<file path="src/rtl/rv64_decode_stage.sv">
// rv64_decode_stage: registered RV64I decode stage with a valid/ready handshake on
// both sides. A single bundle register holds the decoded ALU controls and the
// register/control fields for the execute stage.
module rv64_decode_stage #(
    parameter int              XLEN     = 64,
    parameter logic [XLEN-1:0] RESET_PC = '0
) (
    input  logic            clk_in,
    input  logic            rst_n_in,
    input  logic            flush_in,
    input  logic            in_valid_in,
    output logic            in_ready_out,
    input  logic [XLEN-1:0] pc_in,
    input  logic [31:0]     instr_in,
    output logic            out_valid_out,
    input  logic            out_ready_in,
    output logic [XLEN-1:0] pc_out,
    output logic [4:0]      alu_op_out,
    output logic            sub_sra_out,
    output logic [2:0]      src1_out,
    output logic [2:0]      src2_out,
    output logic [XLEN-1:0] imm_out,
    output logic [4:0]      rs1_out,
    output logic [4:0]      rs2_out,
    output logic [4:0]      rd_out,
    output logic            rd_we_out,
    output logic            word_out,
    output logic            load_out,
    output logic            store_out,
    output logic            branch_out,
    output logic            jump_out,
    output logic [2:0]      funct3_out,
    output logic            illegal_out
);

    localparam logic [4:0] OP_ADD_SUB = 5'b00000;
    localparam logic [4:0] OP_XOR     = 5'b01001;
    localparam logic [4:0] OP_OR      = 5'b10010;
    localparam logic [4:0] OP_AND     = 5'b11011;
    localparam logic [4:0] OP_SLL     = 5'b00100;
    localparam logic [4:0] OP_SRL_SRA = 5'b01101;
    localparam logic [4:0] OP_SLT     = 5'b10110;
    localparam logic [4:0] OP_SLTU    = 5'b11111;

    localparam logic [2:0] SRC1_REG  = 3'b000;
    localparam logic [2:0] SRC1_PC   = 3'b101;
    localparam logic [2:0] SRC1_ZERO = 3'b010;
    localparam logic [2:0] SRC2_REG  = 3'b000;
    localparam logic [2:0] SRC2_IMM  = 3'b101;
    localparam logic [2:0] SRC2_CONST = 3'b010;

    localparam logic [6:0] OPC_LUI      = 7'b0110111;
    localparam logic [6:0] OPC_AUIPC    = 7'b0010111;
    localparam logic [6:0] OPC_JAL      = 7'b1101111;
    localparam logic [6:0] OPC_JALR     = 7'b1100111;
    localparam logic [6:0] OPC_BRANCH   = 7'b1100011;
    localparam logic [6:0] OPC_LOAD     = 7'b0000011;
    localparam logic [6:0] OPC_STORE    = 7'b0100011;
    localparam logic [6:0] OPC_OP_IMM   = 7'b0010011;
    localparam logic [6:0] OPC_OP       = 7'b0110011;
    localparam logic [6:0] OPC_OP_IMM32 = 7'b0011011;
    localparam logic [6:0] OPC_OP_32    = 7'b0111011;

    localparam logic [6:0] F7_BASE = 7'b0000000;
    localparam logic [6:0] F7_ALT  = 7'b0100000;

    typedef struct packed {
        logic [XLEN-1:0] pc;
        logic [4:0]      alu_op;
        logic            sub_sra;
        logic [2:0]      src1;
        logic [2:0]      src2;
        logic [XLEN-1:0] imm;
        logic [4:0]      rs1;
        logic [4:0]      rs2;
        logic [4:0]      rd;
        logic            rd_we;
        logic            word;
        logic            load;
        logic            store;
        logic            branch;
        logic            jump;
        logic [2:0]      funct3;
        logic            illegal;
    } bundle_t;

    bundle_t dec;
    bundle_t held;
    logic    out_valid_q;
    logic    xfer;

    logic [6:0]      opcode;
    logic [2:0]      f3;
    logic [6:0]      f7;
    logic [5:0]      top6;
    logic [XLEN-1:0] imm_i, imm_s, imm_b, imm_u, imm_j, shamt6, shamt5;

    // Register-register and register-immediate ops share the same funct3 mapping
    function automatic logic [4:0] op_from_f3(input logic [2:0] f);
        logic [4:0] op;
        case (f)
            3'b000:  op = OP_ADD_SUB;
            3'b001:  op = OP_SLL;
            3'b010:  op = OP_SLT;
            3'b011:  op = OP_SLTU;
            3'b100:  op = OP_XOR;
            3'b101:  op = OP_SRL_SRA;
            3'b110:  op = OP_OR;
            default: op = OP_AND;
        endcase
        return op;
    endfunction

    assign opcode = instr_in[6:0];
    assign f3     = instr_in[14:12];
    assign f7     = instr_in[31:25];
    assign top6   = instr_in[31:26];

    assign imm_i  = {{(XLEN-12){instr_in[31]}}, instr_in[31:20]};
    assign imm_s  = {{(XLEN-12){instr_in[31]}}, instr_in[31:25], instr_in[11:7]};
    assign imm_b  = {{(XLEN-13){instr_in[31]}}, instr_in[31], instr_in[7],
                     instr_in[30:25], instr_in[11:8], 1'b0};
    assign imm_u  = {{(XLEN-32){instr_in[31]}}, instr_in[31:12], 12'b0};
    assign imm_j  = {{(XLEN-21){instr_in[31]}}, instr_in[31], instr_in[19:12],
                     instr_in[20], instr_in[30:21], 1'b0};
    assign shamt6 = {{(XLEN-6){1'b0}}, instr_in[25:20]};
    assign shamt5 = {{(XLEN-5){1'b0}}, instr_in[24:20]};

    // Decode the presented instruction into a complete output bundle
    always_comb begin
        dec         = '0;
        dec.pc      = pc_in;
        dec.rs1     = instr_in[19:15];
        dec.rs2     = instr_in[24:20];
        dec.rd      = instr_in[11:7];
        dec.funct3  = f3;
        dec.alu_op  = OP_ADD_SUB;
        dec.src1    = SRC1_REG;
        dec.src2    = SRC2_REG;
        dec.rd_we   = 1'b1;
        case (opcode)
            OPC_LUI: begin
                dec.src1 = SRC1_ZERO;
                dec.src2 = SRC2_IMM;
                dec.imm  = imm_u;
            end
            OPC_AUIPC: begin
                dec.src1 = SRC1_PC;
                dec.src2 = SRC2_IMM;
                dec.imm  = imm_u;
            end
            OPC_JAL: begin
                dec.src1 = SRC1_PC;
                dec.src2 = SRC2_CONST;
                dec.imm  = imm_j;
                dec.jump = 1'b1;
            end
            OPC_JALR: begin
                dec.src1    = SRC1_PC;
                dec.src2    = SRC2_CONST;
                dec.imm     = imm_i;
                dec.jump    = 1'b1;
                dec.illegal = (f3 != 3'b000);
            end
            OPC_BRANCH: begin
                dec.rd_we  = 1'b0;
                dec.branch = 1'b1;
                dec.imm    = imm_b;
                case (f3)
                    3'b000, 3'b001: dec.sub_sra = 1'b1;
                    3'b100, 3'b101: dec.alu_op  = OP_SLT;
                    3'b110, 3'b111: dec.alu_op  = OP_SLTU;
                    default:        dec.illegal = 1'b1;
                endcase
            end
            OPC_LOAD: begin
                dec.src2    = SRC2_IMM;
                dec.imm     = imm_i;
                dec.load    = 1'b1;
                dec.illegal = (f3 == 3'b111);
            end
            OPC_STORE: begin
                dec.src2    = SRC2_IMM;
                dec.imm     = imm_s;
                dec.store   = 1'b1;
                dec.rd_we   = 1'b0;
                dec.illegal = f3[2];
            end
            OPC_OP_IMM: begin
                dec.src2   = SRC2_IMM;
                dec.imm    = imm_i;
                dec.alu_op = op_from_f3(f3);
                if (f3 == 3'b001) begin
                    dec.imm     = shamt6;
                    dec.illegal = (top6 != 6'b000000);
                end else if (f3 == 3'b101) begin
                    dec.imm     = shamt6;
                    dec.sub_sra = instr_in[30];
                    dec.illegal = (top6 != 6'b000000) && (top6 != 6'b010000);
                end
            end
            OPC_OP: begin
                dec.alu_op = op_from_f3(f3);
                if (f7 == F7_ALT && (f3 == 3'b000 || f3 == 3'b101)) begin
                    dec.sub_sra = 1'b1;
                end else if (f7 != F7_BASE) begin
                    dec.illegal = 1'b1;
                end
            end
            OPC_OP_IMM32: begin
                dec.word = 1'b1;
                dec.src2 = SRC2_IMM;
                case (f3)
                    3'b000: dec.imm = imm_i;
                    3'b001: begin
                        dec.alu_op  = OP_SLL;
                        dec.imm     = shamt5;
                        dec.illegal = (f7 != F7_BASE);
                    end
                    3'b101: begin
                        dec.alu_op  = OP_SRL_SRA;
                        dec.imm     = shamt5;
                        dec.sub_sra = instr_in[30];
                        dec.illegal = (f7 != F7_BASE) && (f7 != F7_ALT);
                    end
                    default: dec.illegal = 1'b1;
                endcase
            end
            OPC_OP_32: begin
                dec.word = 1'b1;
                case (f3)
                    3'b000: begin
                        dec.sub_sra = (f7 == F7_ALT);
                        dec.illegal = (f7 != F7_BASE) && (f7 != F7_ALT);
                    end
                    3'b001: begin
                        dec.alu_op  = OP_SLL;
                        dec.illegal = (f7 != F7_BASE);
                    end
                    3'b101: begin
                        dec.alu_op  = OP_SRL_SRA;
                        dec.sub_sra = (f7 == F7_ALT);
                        dec.illegal = (f7 != F7_BASE) && (f7 != F7_ALT);
                    end
                    default: dec.illegal = 1'b1;
                endcase
            end
            default: dec.illegal = 1'b1;
        endcase
        if (dec.illegal) begin
            dec.rd_we  = 1'b0;
            dec.load   = 1'b0;
            dec.store  = 1'b0;
            dec.branch = 1'b0;
            dec.jump   = 1'b0;
        end
        if (dec.rd == 5'd0) begin
            dec.rd_we = 1'b0;
        end
    end

    assign in_ready_out = !out_valid_q || out_ready_in;
    assign xfer         = in_valid_in && in_ready_out;

    // Bundle register: flush beats transfer, transfer beats drain; fields hold on drain
    always_ff @(posedge clk_in or negedge rst_n_in) begin
        if (!rst_n_in) begin
            out_valid_q <= 1'b0;
            held        <= '0;
            held.pc     <= RESET_PC;
        end else if (flush_in) begin
            out_valid_q <= 1'b0;
        end else if (xfer) begin
            out_valid_q <= 1'b1;
            held        <= dec;
        end else if (out_ready_in) begin
            out_valid_q <= 1'b0;
        end
    end

    assign out_valid_out = out_valid_q;
    assign pc_out        = held.pc;
    assign alu_op_out    = held.alu_op;
    assign sub_sra_out   = held.sub_sra;
    assign src1_out      = held.src1;
    assign src2_out      = held.src2;
    assign imm_out       = held.imm;
    assign rs1_out       = held.rs1;
    assign rs2_out       = held.rs2;
    assign rd_out        = held.rd;
    assign rd_we_out     = held.rd_we;
    assign word_out      = held.word;
    assign load_out      = held.load;
    assign store_out     = held.store;
    assign branch_out    = held.branch;
    assign jump_out      = held.jump;
    assign funct3_out    = held.funct3;
    assign illegal_out   = held.illegal;

endmodule

</file>
<file path="config.mk">
export PLATFORM = sky130hd
export DESIGN_NAME = rv64_decode_stage
export DESIGN_NICKNAME = d
export VERILOG_FILES = /design/src/rtl/rv64_decode_stage.sv
export SDC_FILE = /design/constraint.sdc
export NUM_CORES = 1
export LEC_CHECK = 0
export ABC_AREA = 1
export BUFFER_PORTS_ARGS = -buffer_cell sky130_fd_sc_hd__buf_4
export CAP_MARGIN = 20
export CELL_PAD_IN_SITES_DETAIL_PLACEMENT = 0
export CELL_PAD_IN_SITES_GLOBAL_PLACEMENT = 1
export CORE_UTILIZATION = 30
export DETAILED_ROUTE_END_ITERATION = 12
export PLACE_DENSITY = 0.71
export SLEW_MARGIN = 20
export SYNTH_ARGS = -nofsm -noshare
export SYNTH_HDL_FRONTEND = slang
export SYNTH_SLANG_ARGS = --single-unit
export TNS_END_PERCENT = 100
</file>
<file path="constraint.sdc">
create_clock -name clk_in -period 3.1 [get_ports clk_in]
set_input_delay 0.155 -clock clk_in [delete_from_list [all_inputs] [get_ports clk_in]]
set_output_delay 0.155 -clock clk_in [all_outputs]
set_load 0.05 [all_outputs]
</file>
==> flow_summary.json <==
{
  "fp.dieW_um": 147.1,
  "crit_family": "buffers and inverters",
  "syn_avg_cell_area_um2": 7.939,
  "end_kind": "register",
  "critPathKind": "input port to register",
  "grt_pass1_wl_mm": 31.73,
  "relSlewSlack_pct": 43.47,
  "grt_remaining_overflow": 0,
  "synth.distinct_cells": 34,
  "dr_total_vias": 6092,
  "hold_violations": 0,
  "antenna_cells": 0,
  "cts_root_buffer": "clkbuf_16",
  "outcome": "complete, no violations",
  "path_cells": "dlygate4sd3_1 -> buf_4 -> nor2_1 -> nand2_4 -> clkinv_2 -> buf_4 -> nand2_1 -> nand2_1",
  "final_nets": 1192,
  "wl_per_cell_um": 14.87,
  "drv_cap": 0,
  "grt_antenna_before_repair": 0,
  "vdd_drop_max_uv": 375.8,
  "setup_slack_ns": 1.244,
  "hold_class": "input port to register",
  "worstSkewPairLatency_ns": 0.42,
  "synth_ff_type": "dfrtp_1",
  "power.density_nw_per_um2": 583.5,
  "layout-drive-gt1-share_pct": 32.16,
  "core_um2": 20430,
  "clock_skew_ns": 0.005933,
  "synth-seq-area-share_pct": 51.47,
  "rr_endpoint": "pc_out[33]$_DFFE_PN0P_",
  "gp_congestion": 0.8477,
  "slew_viol_final": 0,
  "start_util_pct": 30.93,
  "post_dp_cell_area_um2": 8267,
  "hpwlAfterDp_mm": 14.21,
  "regToRegStartpoint": "out_valid_out$_DFFE_PN0P_",
  "path_max_fanout": 56,
  "finalSetupViolations": 0,
  "num_rows": 52,
  "critPathMaxStageDelay_ns": 0.57,
  "netlist_area_um2": 6320,
  "crit_cells": 8,
  "routed_wl_mm": 20.44,
  "ys_seq_elements": 130,
  "crit_buf_inv": 4,
  "critPathLaunch": "flush_in",
  "drt_pass1_iterations": 5,
  "whs_ns": 0.02099,
  "die_h_um": 147.1,
  "htreeDepth": 4,
  "r2r_cells": 6,
  "synthArstFlopShare_pct": 100.0,
  "crit_end": "pc_out[33]$_DFFE_PN0P_",
  "design_area_um2": 9584,
  "grt_max_degree": 146,
  "vias_per_cell": 4.434,
  "worst_pin_slew_ns": 0.8480,
  "synth-edff-count": 0,
  "yosys_warnings": 0,
  "worstPathArrival_ns": 2.22,
  "r2r_slack_ns": 1.30,
  "drcViolationCount": 0,
  "numCtsBuffers": 17,
  "port_buffers": 267,
  "p_leak_nw": 5.436,
  "cts_tree": "yes",
  "die-area_um2": 21650,
  "cts_buffer_depth": 2,
  "post-route-min-period_ns": 1.856,
  "period_share_pct": 59.87,
  "final_core_util_pct": 46.91,
  "ioPinCount": 268,
  "grt_pass1_vias": 5725,
  "rsz0062_at_grt": "false",
  "final_common_cell": "nand2_1",
  "final_cell_mix": "371 x nand2_1, 269 x buf_4, 130 x dfrtp_1",
  "min_from": "instr_in[25]",
  "clock_sinks": 130,
  "max_freq_mhz": 538.8,
  "slowest_stage": "buf_4",
  "area_growth_pct": 51.65,
  "pre_cts_ws_ns": 1.293,
  "cp.required_ns": 3.46,
  "fin_setup_tns_ns": 0,
  "drt.antenna.violating_nets": 0,
  "synth_cells": 796,
  "clk_pin_slew_ns": 0.06,
  "drtIter0Drc": 256,
  "synth_nets": 897,
  "grt.total_usage_pct": 18.94,
  "crit_path_start_kind": "input port"
}
registers in the layout, indices dropped and copies added (netlist names), 2 cells and up:
name	count
pc_out	64
imm_out	32
rd_out	5
rs1_out	5
rs2_out	5
alu_op_out	3
funct3_out	3
src1_out	2
src2_out	2
cell families after synthesis:
| kind of cell | after synthesis | synth area share [%] |
|---|---|---|
| simple gates | 473 | 31.46 |
| compound gates | 80 | 6.830 |
| buf+inv | 113 | 10.24 |
| flops | 130 | 51.47 |
metal layers:
metal,up-vias,global-route usage (%),wire (µm)
li1,3030,-,-
met1,2828,25.51,9418
met2,209,29.43,9327
met3,25,4.658,1290
met4,0,6.856,400
met5,-,0,0
worst reg2reg max path, delay by kind of cell (launching register included):
kind | cells | cell delay [ns]
buffers and inverters | 2 | 0.90
flip-flops | 1 | 0.38
AND/OR/NAND/NOR | 4 | 0.46
layout make-up:
type	instances	area (µm²)
well taps	270	337.8
clock buffers	18	429.2
inverters	45	177.7
flip-flops and latches	130	3253
repair buffers	344	2791
fillers	2100	10850
multi-input cells	553	2427
clock inverters	14	167.7
through the flow:
step	std cells	total power [W]
after floorplan	796	0.002964
after CTS	1374	0.005654
after global placement	1270	0.003510
final	1374	0.005593
after global routing	1374	0.005826
after detailed placement	1270	0.003517
repair_timing:
| action | in CTS | in global routing |
|---|---|---|
| gates resized for setup | 0 | 0 |
| hold buffers | 72 | 0 |
| buffers inserted | 0 | 0 |
| endpoints found under the hold margin | 142 | 0 |
where the power goes:
part           switching [W]  internal [W]
combinational        0.00109      0.000492
clock               0.000831       0.00121
sequential          0.000100       0.00187
Yosys cell counts (2+ instances only):
master | n | area (µm²)
nand2_4 | 7 | 78.83
dfrtp_1 | 130 | 3253
nand3b_1 | 4 | 30.03
nand2_2 | 27 | 168.9
nand3_1 | 20 | 100.1
inv_2 | 4 | 15.01
o21ai_1 | 5 | 25.02
inv_4 | 3 | 18.77
o21ai_0 | 27 | 135.1
nor2_1 | 31 | 116.4
buf_6 | 2 | 22.52
buf_1 | 6 | 22.52
nor3_1 | 3 | 15.01
nand4_1 | 2 | 12.51
o22ai_1 | 9 | 56.30
inv_1 | 37 | 138.9
nand3_2 | 2 | 20.02
nand2_1 | 372 | 1396
nor2_2 | 3 | 18.77
buf_2 | 9 | 45.04
buf_4 | 39 | 292.8
a21oi_1 | 33 | 165.2
buf_12 | 2 | 40.04
clkbuf_1 | 9 | 33.78
worst min-delay path by stage:
stage | endpoint | cells past startpoint | slack [ns]
floorplan | alu_op_out[1]$_DFFE_PN0P_ | 0 | -0.14
global placement | pc_out[15]$_DFFE_PN0P_ | 1 | 0.23
detailed placement | pc_out[15]$_DFFE_PN0P_ | 1 | 0.24
CTS | imm_out[5]$_DFFE_PN0P_ | 3 | 0.01
global route | imm_out[5]$_DFFE_PN0P_ | 3 | 0.01
finish | imm_out[5]$_DFFE_PN0P_ | 3 | 0.02
No activity file was read; power rests on OpenSTA's default activity.
